## config.mk

```make
export PLATFORM = sky130hd
export DESIGN_NAME = snake_dir_ctrl
export DESIGN_NICKNAME = d
export VERILOG_FILES = /design/src/rtl/snake_dir_ctrl.sv
export SDC_FILE = /design/constraint.sdc
export NUM_CORES = 1
export LEC_CHECK = 0
export CORE_ASPECT_RATIO = 0.8
export CORE_MARGIN = 5
export CORE_UTILIZATION = 40
export DETAILED_ROUTE_END_ITERATION = 16
export PLACE_DENSITY = 0.67
export SKIP_CTS_REPAIR_TIMING = 1
export SYNTH_ARGS = -nofsm -noshare
export SYNTH_HDL_FRONTEND = slang
export SYNTH_SLANG_ARGS = --single-unit
```

## constraint.sdc

```tcl
create_clock -name Clk -period 5.7 [get_ports Clk]
set_clock_uncertainty 0.1 [all_clocks]
set_input_delay 0.855 -clock Clk [delete_from_list [all_inputs] [get_ports Clk]]
set_output_delay 0.855 -clock Clk [all_outputs]
set_load 0.02 [all_outputs]
```

## src/rtl/snake_dir_ctrl.sv

```systemverilog
// snake_dir_ctrl: button front end and heading controller for the snake game.
// Each of the four push buttons is synchronized and debounced. A fresh press
// becomes a candidate turn, and legal turns are queued until the next game Tick.
//
// Build option: define SNAKE_TURN_QUEUE_EN to hold pending turns in a 2-entry
// FIFO. When it is undefined, a single pending slot is used and a newer legal
// press overwrites the older one.
module snake_dir_ctrl #(
    parameter int DB_CYCLES = 500000,
    parameter int DB_W      = 20
) (
    input  logic       Clk,
    input  logic       Reset,
    input  logic       BtnU,
    input  logic       BtnD,
    input  logic       BtnL,
    input  logic       BtnR,
    input  logic       Tick,
    input  logic       Clear,
    output logic [1:0] Dir,
    output logic       DirChanged,
    output logic [1:0] PendCount,
    output logic       Drop
);

    typedef enum logic [1:0] {
        DIR_UP    = 2'b00,
        DIR_DOWN  = 2'b01,
        DIR_LEFT  = 2'b10,
        DIR_RIGHT = 2'b11
    } dir_t;

    localparam logic [DB_W-1:0] DB_LAST = DB_W'(DB_CYCLES - 1);

    // Button vectors are indexed as U=0, D=1, L=2, R=3, which is also the press priority order.
    logic [3:0]      btn_raw;
    logic [3:0]      btn_meta;
    logic [3:0]      btn_sync;
    logic [3:0]      db_level;
    logic [3:0]      db_prev;
    logic [3:0]      armed;
    logic [DB_W-1:0] db_cnt [4];
    logic [1:0]      sync_age;
    logic [3:0]      press;

    logic            press_any;
    dir_t            press_dir;
    dir_t            dir_ref;
    logic            push;
    logic            pop;

    dir_t            dir_q;
    logic [1:0]      pend_cnt;
    logic            dir_chg;
    logic            drop_q;
    dir_t            q_head;
`ifdef SNAKE_TURN_QUEUE_EN
    dir_t            q_tail;
`endif

    assign btn_raw = {BtnR, BtnL, BtnD, BtnU};

    // Synchronize the raw buttons, debounce each one, and arm edge detection only after a real release is seen.
    always_ff @(posedge Clk or posedge Reset) begin
        if (Reset) begin
            btn_meta <= '0;
            btn_sync <= '0;
            db_level <= '0;
            db_prev  <= '0;
            armed    <= '0;
            sync_age <= '0;
            for (int i = 0; i < 4; i++) begin
                db_cnt[i] <= '0;
            end
        end else begin
            // NOTE: non-blocking assignments make every flop sample its pre-edge value, so statement order here does not matter.
            btn_meta <= btn_raw;
            btn_sync <= btn_meta;
            db_prev  <= db_level;
            // sync_age holds off arming until the synchronizer carries post-reset samples.
            if (!sync_age[1]) begin
                sync_age <= sync_age + 2'd1;
            end
            for (int i = 0; i < 4; i++) begin
                if (btn_sync[i] != db_level[i]) begin
                    if (db_cnt[i] == DB_LAST) begin
                        db_level[i] <= btn_sync[i];
                        db_cnt[i]   <= '0;
                    end else begin
                        db_cnt[i] <= db_cnt[i] + DB_W'(1);
                    end
                end else begin
                    db_cnt[i] <= '0;
                end
                // A button held through reset stays unarmed until it is seen released.
                if (sync_age[1] && !btn_sync[i] && !db_level[i]) begin
                    armed[i] <= 1'b1;
                end
            end
        end
    end

    assign press = db_level & ~db_prev & armed;

    // Pick one press per cycle with U > D > L > R. Presses that lose the priority vote are discarded.
    always_comb begin
        // NOTE: every variable gets a default first so no path leaves it unassigned and infers a latch.
        press_any = 1'b1;
        press_dir = DIR_UP;
        if (press[0]) begin
            press_dir = DIR_UP;
        end else if (press[1]) begin
            press_dir = DIR_DOWN;
        end else if (press[2]) begin
            press_dir = DIR_LEFT;
        end else if (press[3]) begin
            press_dir = DIR_RIGHT;
        end else begin
            press_any = 1'b0;
        end
    end

    // The legality check compares against the heading the snake will have once the queue drains.
`ifdef SNAKE_TURN_QUEUE_EN
    assign dir_ref = (pend_cnt == 2'd2) ? q_tail :
                     (pend_cnt == 2'd1) ? q_head : dir_q;
`else
    assign dir_ref = dir_q;
`endif

    // Same-axis presses (bit1 equal) are either a repeat of the heading or a reversal, and both are rejected.
    assign push = press_any && (press_dir[1] != dir_ref[1]);
    assign pop  = Tick && (pend_cnt != 2'd0);

    // Heading and pending-turn storage. Clear outranks Tick and press. On Tick, the pop is applied before the push.
    always_ff @(posedge Clk or posedge Reset) begin
        if (Reset) begin
            dir_q    <= DIR_RIGHT;
            pend_cnt <= 2'd0;
            dir_chg  <= 1'b0;
            drop_q   <= 1'b0;
            // NOTE: turn storage is cleared on reset even though pend_cnt already marks it empty, so nothing holds X out of reset.
            q_head   <= DIR_RIGHT;
`ifdef SNAKE_TURN_QUEUE_EN
            q_tail   <= DIR_RIGHT;
`endif
        end else if (Clear) begin
            dir_q    <= DIR_RIGHT;
            pend_cnt <= 2'd0;
            dir_chg  <= 1'b0;
            drop_q   <= 1'b0;
        end else begin
            dir_chg <= pop;
            drop_q  <= 1'b0;
            if (pop) begin
                dir_q <= q_head;
            end
`ifdef SNAKE_TURN_QUEUE_EN
            case ({pop, push})
                2'b11: begin
                    if (pend_cnt == 2'd2) begin
                        q_head <= q_tail;
                        q_tail <= press_dir;
                    end else begin
                        q_head <= press_dir;
                    end
                end
                2'b10: begin
                    q_head   <= q_tail;
                    pend_cnt <= pend_cnt - 2'd1;
                end
                2'b01: begin
                    if (pend_cnt == 2'd0) begin
                        q_head   <= press_dir;
                        pend_cnt <= 2'd1;
                    end else if (pend_cnt == 2'd1) begin
                        q_tail   <= press_dir;
                        pend_cnt <= 2'd2;
                    end else begin
                        drop_q <= 1'b1;
                    end
                end
                default: ;
            endcase
`else
            case ({pop, push})
                2'b11: q_head <= press_dir;
                2'b10: pend_cnt <= 2'd0;
                2'b01: begin
                    q_head   <= press_dir;
                    pend_cnt <= 2'd1;
                end
                default: ;
            endcase
`endif
        end
    end

    assign Dir        = dir_q;
    assign PendCount  = pend_cnt;
    assign DirChanged = dir_chg;
    assign Drop       = drop_q;

endmodule

```

## Yosys cells after proc, flatten, opt, wreduce, memory -nomap -nowiden

Index checks and enable logic that the tools add are counted.

- Bitwise operators: 4
- Reduce and logical (&&, ||, !) cells: 27
- Add/subtract/negate cells: 5
- Equality and inequality tests: 12
- Multiplexer cells: 22

Operator list:

| cell | number |
|---|---|
| two-way mux 20 bit | 8 |
| adder 20 x 1 -> 20 bit (second input constant) | 4 |
| equality test 20 x 19 -> 1 bit (second input constant) | 4 |
| two-way mux 2 bit | 8 |
| logical AND 1 bit | 10 |
| AND reduction 2 bit | 5 |
| AND 4 bit | 2 |
| logical NOT 1 bit | 8 |
| two-way mux 1 bit | 5 |
| != test 1 bit | 5 |
| equality test 2 bit (second input constant) | 2 |
| NOT 4 bit | 1 |
| case mux 2 bit (2 select lines) | 1 |
| nonzero test 2 bit | 2 |
| nonzero test 3 bit | 1 |
| adder 2 x 1 -> 2 bit (second input constant) | 1 |
| equality test 2 x 1 -> 1 bit (second input constant) | 1 |
| OR reduction 2 bit | 1 |
| NOT 1 bit | 1 |

- Input port bits: 8
- Word-level logic and storage cells: 91
- Register bits after elaboration: 109
- Output and inout bits: 6

## Longest topological paths before layout

Gate-level depths: netlist (run 1).

- Word-level depth: 12
- Gate-level depth with buffers: 6

## Least setup slack after synthesis (run 1)

Ideal clock, no wire load.

- Path kind: flip-flop to flip-flop
- Start: register db_cnt[20] in the netlist's numbering
- End: register db_cnt[38] in the netlist's numbering
- Path buffers: 0
- Stages on the path, launching flop included: 6
- Required time: 5.522 ns
- Path slack: 3.686 ns
- Arrival: 1.837 ns
- Cells stage by stage: dfrtp_1 > ha_1 > nand4_2 > or4_4 > or4_1 > a21oi_1

- Cells in the longest elaborated chain, start to end: 3
- Elaborated cells between the ends (all ways): 4
- Those cells by class: 1 x add/sub; 1 x eq/ne; 2 x mux

RTL lines:

| item | RTL line | text |
|---|---|---|
| from (decl) | 42 | `logic [DB_W-1:0] db_cnt [4];` |
| from (signal, indexed assignment) | 90 | `db_cnt[i] <= db_cnt[i] + DB_W'(1);` |
| adder 20 x 1 -> 20 bit or equality test 20 x 19 -> 1 bit (tied branches) | 90, 86 |  |
| two-way mux 20 bit * | 86 | `if (db_cnt[i] == DB_LAST) begin` |
| two-way mux 20 bit * | 85 | `if (btn_sync[i] != db_level[i]) begin` |

Every way passes the cells marked *; elsewhere a longest branch is shown, timed or not.
A chain may end at the register's enable or synchronous reset.

## Final worst setup path (run 1)

- Start: register dir_q[1], in the netlist Dir[1]
- End: output port Dir[1]

RTL lines:

| item | RTL line | text |
|---|---|---|
| from (decl) | 52 | `dir_t dir_q;` |
| from (signal assigned) | 156 | `dir_q <= q_head;` |
| to (decl) | 20 | `output logic [1:0] Dir,` |

No word-level cell between the ends.

==> flow_summary_export.csv, run 1 <==
group,metric,value,unit
status,status,"finished, final reports clean",
detailed_routing,totalWireLength,9290,um
layout,syn2layout_area_growth,11.7,%
placed_design,placed_area,5390,sq um
floorplan,fp.dieH,111,um
detailed_routing,wl_per_cell,13.3,um
synth,synth_edf_count,0,
layout,design_area,5710,sq um
placed_design,portBuffers,11,
sta,setup_tns,0,ns
synth,synth_area_leaders,"dfrtp_1 (51%), xnor2_1 (6.8%), nor2_1 (6.0%)",
detailed_routing,drc_errors,0,
synth,ys_seq_area_frac,0.529,
pwr,p_leak,2.23,nW
grt,grt_usage,0.132,
setup_path,crit_family,"buffers and inverters",
placed_design,place_congestion,0.829,
clocking,clk_latency,0.35,ns
pwr,power_density,263,nW/um^2
clocking,h-tree-depth,3,
clocking,cts_root_buf,"clkbuf_16",
floorplan,row_count,37,
layout,diodes,0,
detailed_routing,num_vias,3652,
sta,tightestPinTransition,1.30,ns
pwr,total_power,0.00150,W
floorplan,num_io_pins,14,
detailed_routing,ant_nets,0,
detailed_routing,drt_pass1_iterations,4,
sta,finalMaxSlewViolations,0,
clocking,cts_tree,"built",
synth,yosys_warnings,0,
clocking,cts_sinks,108,
synth,synth_cell_type_count,46,
clocking,cts_made_buffers,9,
layout,final_util,0.450,
synth,synth_top_area_cell,"dfrtp_1",
setup_path,crit_required,4.74,ns
setup_path,cp_data_arrival_time,1.57,ns
setup_path,critical_path.max_stage_delay,0.62,ns
detailed_routing,via_per_inst,5.25,
layout,multi_input_area,2290,sq um
sta,hold_violations,0,
floorplan,coreArea,12700,sq um
setup_path,cp_max_fo,7,
synth,async_reset_ff_frac,1.00,
synth,ys.flop_type,"dfrtp_1",
floorplan,die_area,15200,sq um
sta,finalSetupViolCount,0,
setup_path,crit_chain,"clkdlybuf4s50_1",
sta,fin_crit,2.52,ns
clocking,clk_path_buf_depth,2,
min_path,min_path_type,"flop to flop",
grt,antenna_found_initial,0,
flow_run,drv_cap,0,
pwr,irDropWorstVdd,0.179,mV
setup_path,crit_slowest_cell,"clkdlybuf4s50_1",
setup_path,r2r_slack,3.28,ns
sta,rsz0062_at_grt,"no",
pwr,power_frac_clock,0.445,
synth,synth_top_area_frac,0.509,
synth,postSynthAreaPerCell,10.1,sq um
grt,overflow,0,
pwr,power_frac_comb,0.031,
detailed_routing,first_iter_violations,164,
sta,max_freq,396,MHz
grt,grt_max_degree,73,
pwr,p_switching,0.000325,W
pwr,switching_share,0.216,
synth,synth_seq_cells,108,
synth,syn_inst,507,
clocking,path_clk_slew,0.07,ns
setup_path,worst-setup-path-type,"flop to primary output",
grt,grt_pass1_vias,3541,
floorplan,initial_core_util,0.403,
layout,layout-drive-gt1-share,0.0768,
setup_path,critPathLaunchType,"flop",
pwr,p_int,0.00118,W
floorplan,fp.dieW,136,um
sta,slew-limit-headroom,0.126,
layout,seqCellArea,2710,sq um
sta,min_period_over_period,0.443,
placed_design,dp_hpwl,6260,um
layout,fin_nets,528,
setup_path,end_kind,"primary output",
pwr,seqPwrFrac,0.524,
layout,n_fill_cell,1187,
setup_path,cp_num_buf_inv,1,
grt,grt_pass1_wl,16400,um
synth,syn_area,5120,sq um
==> placed cells by master (no fill, tap or decap), drive strengths merged, types with 3 or more instances in the layout <==
master | synthesis | final
dfrtp | 104 | 104
nor2 | 82 | 82
xnor2 | 40 | 40
nand2 | 36 | 36
nand3 | 33 | 33
nand4 | 23 | 23
xor2 | 22 | 22
nor3 | 20 | 20
nor4 | 20 | 20
a21oi | 12 | 12
inv | 11 | 12
clkdlybuf4s50 | 0 | 11
o21ai | 10 | 10
clkbuf | 12 | 9
or4 | 8 | 8
and4 | 8 | 8
mux2i | 7 | 7
a21o | 7 | 7
or3 | 6 | 6
o31ai | 6 | 6
dfstp | 4 | 4
or2 | 4 | 4
mux2 | 4 | 4
ha | 4 | 4
nor4b | 3 | 3
nand3b | 3 | 3
clkinvlp | 0 | 3
==> final cells by class <==
class,instances,share of cell area
multi-input cells,373,0.401
clock buffers,9,0.0394
clock inverters,7,0.0175
flip-flops and latches,108,0.474
well taps,175,0.0383
repair buffers,13,0.0219
inverters,11,0.00766
==> cells by family (layout without fill, tap and decap cells) <==
| family | after synthesis | in the layout | synth area share |
|---|---|---|---|
| AND/OR/NAND/NOR | 255 | 255 | 0.261 |
| flip-flops | 108 | 108 | 0.529 |
| other | 1 | 2 | 0.000733 |
| multiplexers | 11 | 11 | 0.0225 |
| AO/OA/AOI/OAI | 39 | 39 | 0.0477 |
| XOR/XNOR | 62 | 62 | 0.106 |
| adder cells (fa/ha/maj) | 4 | 4 | 0.00978 |
| buffers and inverters | 27 | 40 | 0.0232 |
==> Yosys cell counts, drive strengths merged (2+ instances only) <==
cell	number
nor2b	2
nor3	20
nand4	23
a21o	7
nor4b	3
ha	4
dfrtp	104
o21ai	10
nand3b	3
or3	6
xnor2	40
nor4	20
nand2b	2
a21oi	12
or2	4
dfstp	4
mux2i	7
or4	8
and4	8
inv	11
clkbuf	12
nand3	33
buf	4
nor4bb	2
nand2	36
nor2	82
o31ai	6
mux2	4
xor2	22
==> power groups by stage <==
| stage | Clock (W) | Sequential, W | Combinational [W] |
|---|---|---|---|
| 4_1_cts | 0.000689 | 0.000786 | 0.0000484 |
| 6_report | 0.000668 | 0.000786 | 0.0000466 |
| 3_3_place_gp | 0 | 0.000800 | 0.0000469 |
| 2_1_floorplan | 0 | 0.000797 | 0.0000363 |
| 3_5_place_dp | 0 | 0.000801 | 0.0000482 |
| 5_1_grt | 0.000723 | 0.000788 | 0.0000546 |
==> per-stage QoR <==
stage / setup slack, ns / hold slack (ns) / cells
after global placement: 3.14 / 0.239 / 680
after global routing: 3.07 / 0.266 / 696
after floorplan: 1.91 / 0.231 / 508
after CTS: 3.17 / 0.261 / 696
after detailed placement: 3.09 / 0.242 / 680
final: 3.18 / 0.258 / 696
==> state kept, by name, indices dropped and copies added, names as in the netlist <==
name        count
db_cnt         80
sync_age        2
DirChanged      1
q_head          2
btn_meta        4
btn_sync        4
PendCount       1
db_level        4
armed           4
Dir             2
db_prev         4
==> layer usage <==
metal / share of wire / vias up / routed length, um / GRT usage
met5: 0 / - / 0 / 0
met4: 0.0095 / 0 / 88 / 0.0416
met3: 0.030 / 8 / 277 / 0.0354
met2: 0.47 / 37 / 4320 / 0.201
met1: 0.50 / 1802 / 4600 / 0.183
li1: - / 1805 / - / -
==> final timing paths <==
path	endpoint	cells after the start	from
worst min-delay path	btn_sync[3]$_DFF_PP0_	0	btn_meta[3]$_DFF_PP0_
worst min register to register	btn_sync[3]$_DFF_PP0_	0	btn_meta[3]$_DFF_PP0_
min in group asynchronous	db_cnt[49]$_DFF_PP0_	2	Reset
max in group asynchronous	armed[0]$_DFFE_PP0P_	3	Reset
worst max-delay path	Dir[1]	1	Dir[1]$_DFFE_PP1P_
worst max register to register	db_cnt[10]$_DFF_PP0_	4	db_cnt[11]$_DFF_PP0_
Power figures use the tool's default switching activity.
==> run 2: changes to the inputs <==
clock period = 2.4 ns   (was 5.7 ns; I/O delays follow)
==> run 2 against run 1 <==
Net effect: sequential cell count unchanged; largest cell class unchanged; non-clock buffer count up 9; largest power group unchanged; total power up 130%; wire length about the same; first-iteration DRC count down 15%; via count up 2.3%; final cell count up 1.3%; utilization up 0.54 points; critical endpoint is now db_cnt[38]$_DFF_PP0_; clock power up 120%.
==> flow_summary_export.csv, run 2 (same netlist as run 1, synthesis figures left out) <==
group,metric,value,unit
status,status,"finished, final reports clean",
detailed_routing,drt_pass1_iterations,4,
detailed_routing,wl_per_cell,13.2,um
detailed_routing,totalWireLength,9300,um
sta,finalMaxSlewViolations,0,
pwr,seqPwrFrac,0.535,
pwr,power_frac_comb,0.036,
grt,grt_usage,0.130,
layout,diodes,0,
setup_path,cp_num_buf_inv,0,
setup_path,cp_max_fo,4,
floorplan,coreArea,12700,sq um
pwr,switching_share,0.224,
layout,syn2layout_area_growth,13.0,%
setup_path,end_kind,"flop",
layout,fin_nets,537,
clocking,cts_made_buffers,9,
grt,antenna_found_initial,0,
grt,grt_pass1_vias,3522,
detailed_routing,via_per_inst,5.30,
sta,fin_crit,2.17,ns
detailed_routing,first_iter_violations,139,
floorplan,num_io_pins,14,
sta,holdWs,0.257,ns
sta,max_freq,461,MHz
layout,seqCellArea,2710,sq um
grt,overflow,0,
detailed_routing,ant_nets,0,
sta,setup_tns,0,ns
sta,rsz0062_at_grt,"no",
sta,hold_violations,0,
floorplan,row_count,37,
layout,layout_common_cells,"dfrtp_1 (104), nor2_1 (82), xnor2_1 (40)",
clocking,cts_root_buf,"clkbuf_16",
layout,largest-register,"db_cnt",
clocking,clk_path_buf_depth,2,
layout,multi_input_area,2290,sq um
floorplan,fp.dieW,136,um
sta,slew-limit-headroom,0.624,
grt,grt_max_degree,47,
sta,finalSetupViolCount,0,
setup_path,critPathLaunchType,"flop",
clocking,h-tree-depth,3,
min_path,min_path_type,"flop to flop",
placed_design,dp_hpwl,6610,um
detailed_routing,drc_errors,0,
pwr,total_power,0.00349,W
clocking,path_clk_slew,0.07,ns
setup_path,crit_family,"simple AND/OR/NAND/NOR gates",
setup_path,crit_slowest_cell,"or4_4",
pwr,p_int,0.00271,W
pwr,irDropWorstVdd,0.374,mV
sta,min_period_over_period,0.904,
setup_path,critical_path.max_stage_delay,0.58,ns
layout,final_common_cell,"dfrtp_1",
setup_path,crit_chain,"ha_1 > nand4_2 > or4_4 > or4_1 > a21oi_1",
layout,n_fill_cell,1219,
sta,tightestPinTransition,0.563,ns
setup_path,cp_data_arrival_time,2.34,ns
flow_run,drv_cap,0,
grt,grt_pass1_wl,16200,um
pwr,p_leak,2.28,nW
setup_path,worst-setup-path-type,"flop to flop",
clocking,clk_latency,0.35,ns
pwr,power_frac_clock,0.429,
detailed_routing,num_vias,3736,
setup_path,crit_required,2.57,ns
placed_design,portBuffers,11,
layout,final_util,0.456,
pwr,p_switching,0.000781,W
clocking,cts_tree,"built",
floorplan,fp.dieH,111,um
layout,layout-drive-gt1-share,0.0906,
placed_design,place_congestion,0.819,
clocking,cts_sinks,108,
pwr,power_density,604,nW/um^2
layout,largest_reg_flops,80,
floorplan,initial_core_util,0.403,
floorplan,die_area,15200,sq um
## run 2: metrics by stage
| stage | cell area (sq um) | cells | setup WS (ns) |
|---|---|---|---|
| global route | 5780 | 705 | 0.0853 |
| floorplan | 5120 | 508 | 0.386 |
| global placement | 5480 | 689 | 0.312 |
| finish | 5780 | 705 | 0.231 |
| detailed placement | 5480 | 689 | 0.250 |
| CTS | 5780 | 705 | 0.236 |
## run 2: layout make-up
cell class	instances	share of cell area
repair buffers	22	0.0376
inverters	11	0.00779
multi-input cells	373	0.397
flip-flops and latches	108	0.468
well taps	175	0.0379
clock buffers	10	0.0396
clock inverters	6	0.0123
## run 2: worst paths after layout
path                                        from               endpoint  slack, ns  cells past startpoint
hold reg to reg            btn_meta[2]$_DFF_PP0_  btn_sync[2]$_DFF_PP0_       0.26                      0
hold / removal             btn_meta[2]$_DFF_PP0_  btn_sync[2]$_DFF_PP0_       0.26                      0
min in group asynchronous                  Reset   db_cnt[64]$_DFF_PP0_       0.32                      2
setup / recovery            db_cnt[20]$_DFF_PP0_   db_cnt[38]$_DFF_PP0_       0.23                      5
setup reg to reg            db_cnt[20]$_DFF_PP0_   db_cnt[38]$_DFF_PP0_       0.23                      5
max in group asynchronous                  Reset   db_cnt[10]$_DFF_PP0_       1.28                      3
## run 2: worst register-to-register path, cell delays in order, from the launching register on
cell	delay [ns]
dfrtp_1	0.39
ha_1	0.26
nand4_2	0.15
or4_4	0.58
or4_1	0.47
a21oi_1	0.15
## run 2: metal layers
layer	wire length (um)	share of wire	vias to the layer above	global-route usage
li1	-	-	1816	-
met1	4480	0.48	1847	0.177
met2	4360	0.47	66	0.193
met3	377	0.041	7	0.0399
met4	78	0.0084	0	0.0484
met5	0	0	-	0
## run 2: power by group through the flow
stage,logic [W],clock network [W],registers (W)
2_1_floorplan,0.0000865,0,0.00189
3_3_place_gp,0.000128,0,0.00190
3_5_place_dp,0.000130,0,0.00190
4_1_cts,0.000131,0.00155,0.00187
5_1_grt,0.000149,0.00162,0.00187
6_report,0.000127,0.00150,0.00187
==> run 3: changes to the inputs <==
PLACE_DENSITY = unset   (was 0.67)
==> run 3 against run 2 <==
Net effect: final cell count down 0.28%; count of clock-buffer cells in the layout down 1; critical path depth unchanged; clock power down 5%; critical path type unchanged; utilization down 0.20 points; combinational power about the same; worst setup slack better by 0.0041 ns; wire length down 1.0%; total power down 2.3%; register-to-register slack about the same.
==> flow_summary_export.csv, run 3 (same netlist as run 1, synthesis figures left out) <==
group,metric,value,unit
setup_path,r2r_slack,0.23,ns
floorplan,num_io_pins,14,
layout,final_util,0.454,
detailed_routing,drc_errors,0,
flow_run,drv_cap,0,
pwr,irDropWorstVdd,0.348,mV
grt,grt_max_degree,35,
clocking,cts_tree,"built",
setup_path,cp_max_fo,5,
setup_path,critPathLaunchType,"flop",
sta,min_period_over_period,0.902,
setup_path,cp_data_arrival_time,2.34,ns
setup_path,worst-setup-path-type,"flop to flop",
clocking,cts_made_buffers,9,
grt,grt_util_met1,0.191,
min_path,hold_depth,0,
layout,largest_reg_flops,80,
sta,hold_violations,0,
sta,fin_crit,2.17,ns
placed_design,dp_hpwl,6400,um
detailed_routing,wl_per_cell,13.1,um
floorplan,initial_core_util,0.403,
clocking,clk_latency,0.35,ns
pwr,power_density,592,nW/um^2
placed_design,place_congestion,0.806,
grt,grt_usage,0.129,
pwr,p_leak,2.27,nW
layout,diodes,0,
sta,finalSetupViolCount,0,
grt,overflow,0,
layout,syn2layout_area_growth,12.5,%
clocking,h-tree-depth,3,
pwr,switching_share,0.235,
detailed_routing,totalWireLength,9200,um
floorplan,fp.dieW,136,um
min_path,min_to,"btn_sync[3]$_DFF_PP0_",
grt,antenna_found_initial,0,
floorplan,die_area,15200,sq um
layout,final_common_cell,"dfrtp_1",
grt,busiest_layer,"met1",
grt,grt_pass1_vias,3351,
detailed_routing,num_vias,3637,
setup_path,crit_required,2.57,ns
layout,fin_nets,536,
layout,layout-drive-gt1-share,0.0890,
sta,setup_tns,0,ns
layout,n_fill_cell,1194,
placed_design,portBuffers,11,
sta,finalMaxSlewViolations,0,
pwr,p_int,0.00261,W
status,status,"finished, final reports clean",
detailed_routing,via_per_inst,5.17,
grt,grt_pass1_wl,16100,um
sta,slew-limit-headroom,0.613,
setup_path,r2r-end,"db_cnt[58]$_DFF_PP0_",
floorplan,coreArea,12700,sq um
clocking,path_clk_slew,0.08,ns
sta,rsz0062_at_grt,"no",
sta,tightestPinTransition,0.576,ns
pwr,power_frac_comb,0.037,
clocking,cts_root_buf,"clkbuf_16",
pwr,seqPwrFrac,0.547,
detailed_routing,first_iter_violations,253,
grt,grt_use_met2,0.183,
sta,max_freq,462,MHz
min_path,hold_start,"btn_meta[3]$_DFF_PP0_",
floorplan,fp.dieH,111,um
layout,layout_common_cells,"dfrtp_1 (104), nor2_1 (82), xnor2_1 (40)",
clocking,cts_sinks,108,
pwr,power_frac_clock,0.416,
pwr,p_switching,0.000801,W
setup_path,worstReg2RegStart,"db_cnt[40]$_DFF_PP0_",
grt,grtUsageMet3,0.0322,
floorplan,row_count,37,
clocking,clk_path_buf_depth,2,
layout,largest-register,"db_cnt",
detailed_routing,ant_nets,0,
setup_path,reg2reg_depth,5,
detailed_routing,drt_pass1_iterations,4,
setup_path,end_kind,"flop",
min_path,min_path_type,"flop to flop",
## run 3: cell types whose count changed in the layout (fill, tap and decap cells not counted), sizes merged
cell	change
buf	-1
bufinv	-1
clkbuf	-1
clkinv	+1
clkinvlp	-1
inv	+1
## run 3: worst max-delay path: stages, from the launching register on
cell	delay (ns)
dfrtp_1	0.41
ha_1	0.25
nand4_1	0.21
or3_1	0.48
or4_1	0.48
a21oi_1	0.16
## run 3: area by class of cell
| class | count | area, sq um | share of cell area |
|---|---|---|---|
| clock inverter | 6 | 57.6 | 0.0100 |
| tap | 175 | 219 | 0.0380 |
| clock buffer | 9 | 225 | 0.0391 |
| inverter | 11 | 45.0 | 0.00782 |
| timing repair buffer | 21 | 210 | 0.0365 |
| sequential | 108 | 2710 | 0.470 |
| multi-input combinational | 373 | 2290 | 0.398 |
## run 3: worst max path at each step
| stage | start | to | slack, ns | depth (start not counted) |
|---|---|---|---|---|
| 3_5_place_dp | db_cnt[40]$_DFF_PP0_ | db_cnt[58]$_DFF_PP0_ | 0.26 | 5 |
| 5_1_grt | db_cnt[40]$_DFF_PP0_ | db_cnt[58]$_DFF_PP0_ | 0.04 | 5 |
| 3_3_place_gp | db_cnt[20]$_DFF_PP0_ | db_cnt[38]$_DFF_PP0_ | 0.29 | 5 |
| 2_1_floorplan | db_cnt[20]$_DFF_PP0_ | db_cnt[38]$_DFF_PP0_ | 0.39 | 5 |
| 6_report | db_cnt[40]$_DFF_PP0_ | db_cnt[58]$_DFF_PP0_ | 0.23 | 5 |
| 4_1_cts | db_cnt[40]$_DFF_PP0_ | db_cnt[58]$_DFF_PP0_ | 0.25 | 5 |
## run 3: layer usage
layer	vias up	wire length, um
li1	1818	-
met1	1763	4740
met2	47	4040
met3	9	303
met4	0	118
met5	-	0
## run 3: power by group through the flow
stage / sequential [W] / combinational (W) / clock, W
5_1_grt: 0.00187 / 0.000146 / 0.00154
6_report: 0.00187 / 0.000125 / 0.00142
3_3_place_gp: 0.00190 / 0.000129 / 0
2_1_floorplan: 0.00189 / 0.0000865 / 0
3_5_place_dp: 0.00190 / 0.000129 / 0
4_1_cts: 0.00187 / 0.000130 / 0.00147
## run 3: stage by stage
step                hold slack (ns)  total power, W  instances  instance area, sq um  worst slack (ns)
finish                        0.255         0.00341        703                  5760             0.235
global route                  0.272         0.00356        703                  5760            0.0438
CTS                           0.257         0.00347        703                  5760             0.250
detailed placement            0.239         0.00203        688                  5480             0.257
global placement              0.235         0.00203        688                  5480             0.292
floorplan                     0.231         0.00198        508                  5120             0.386
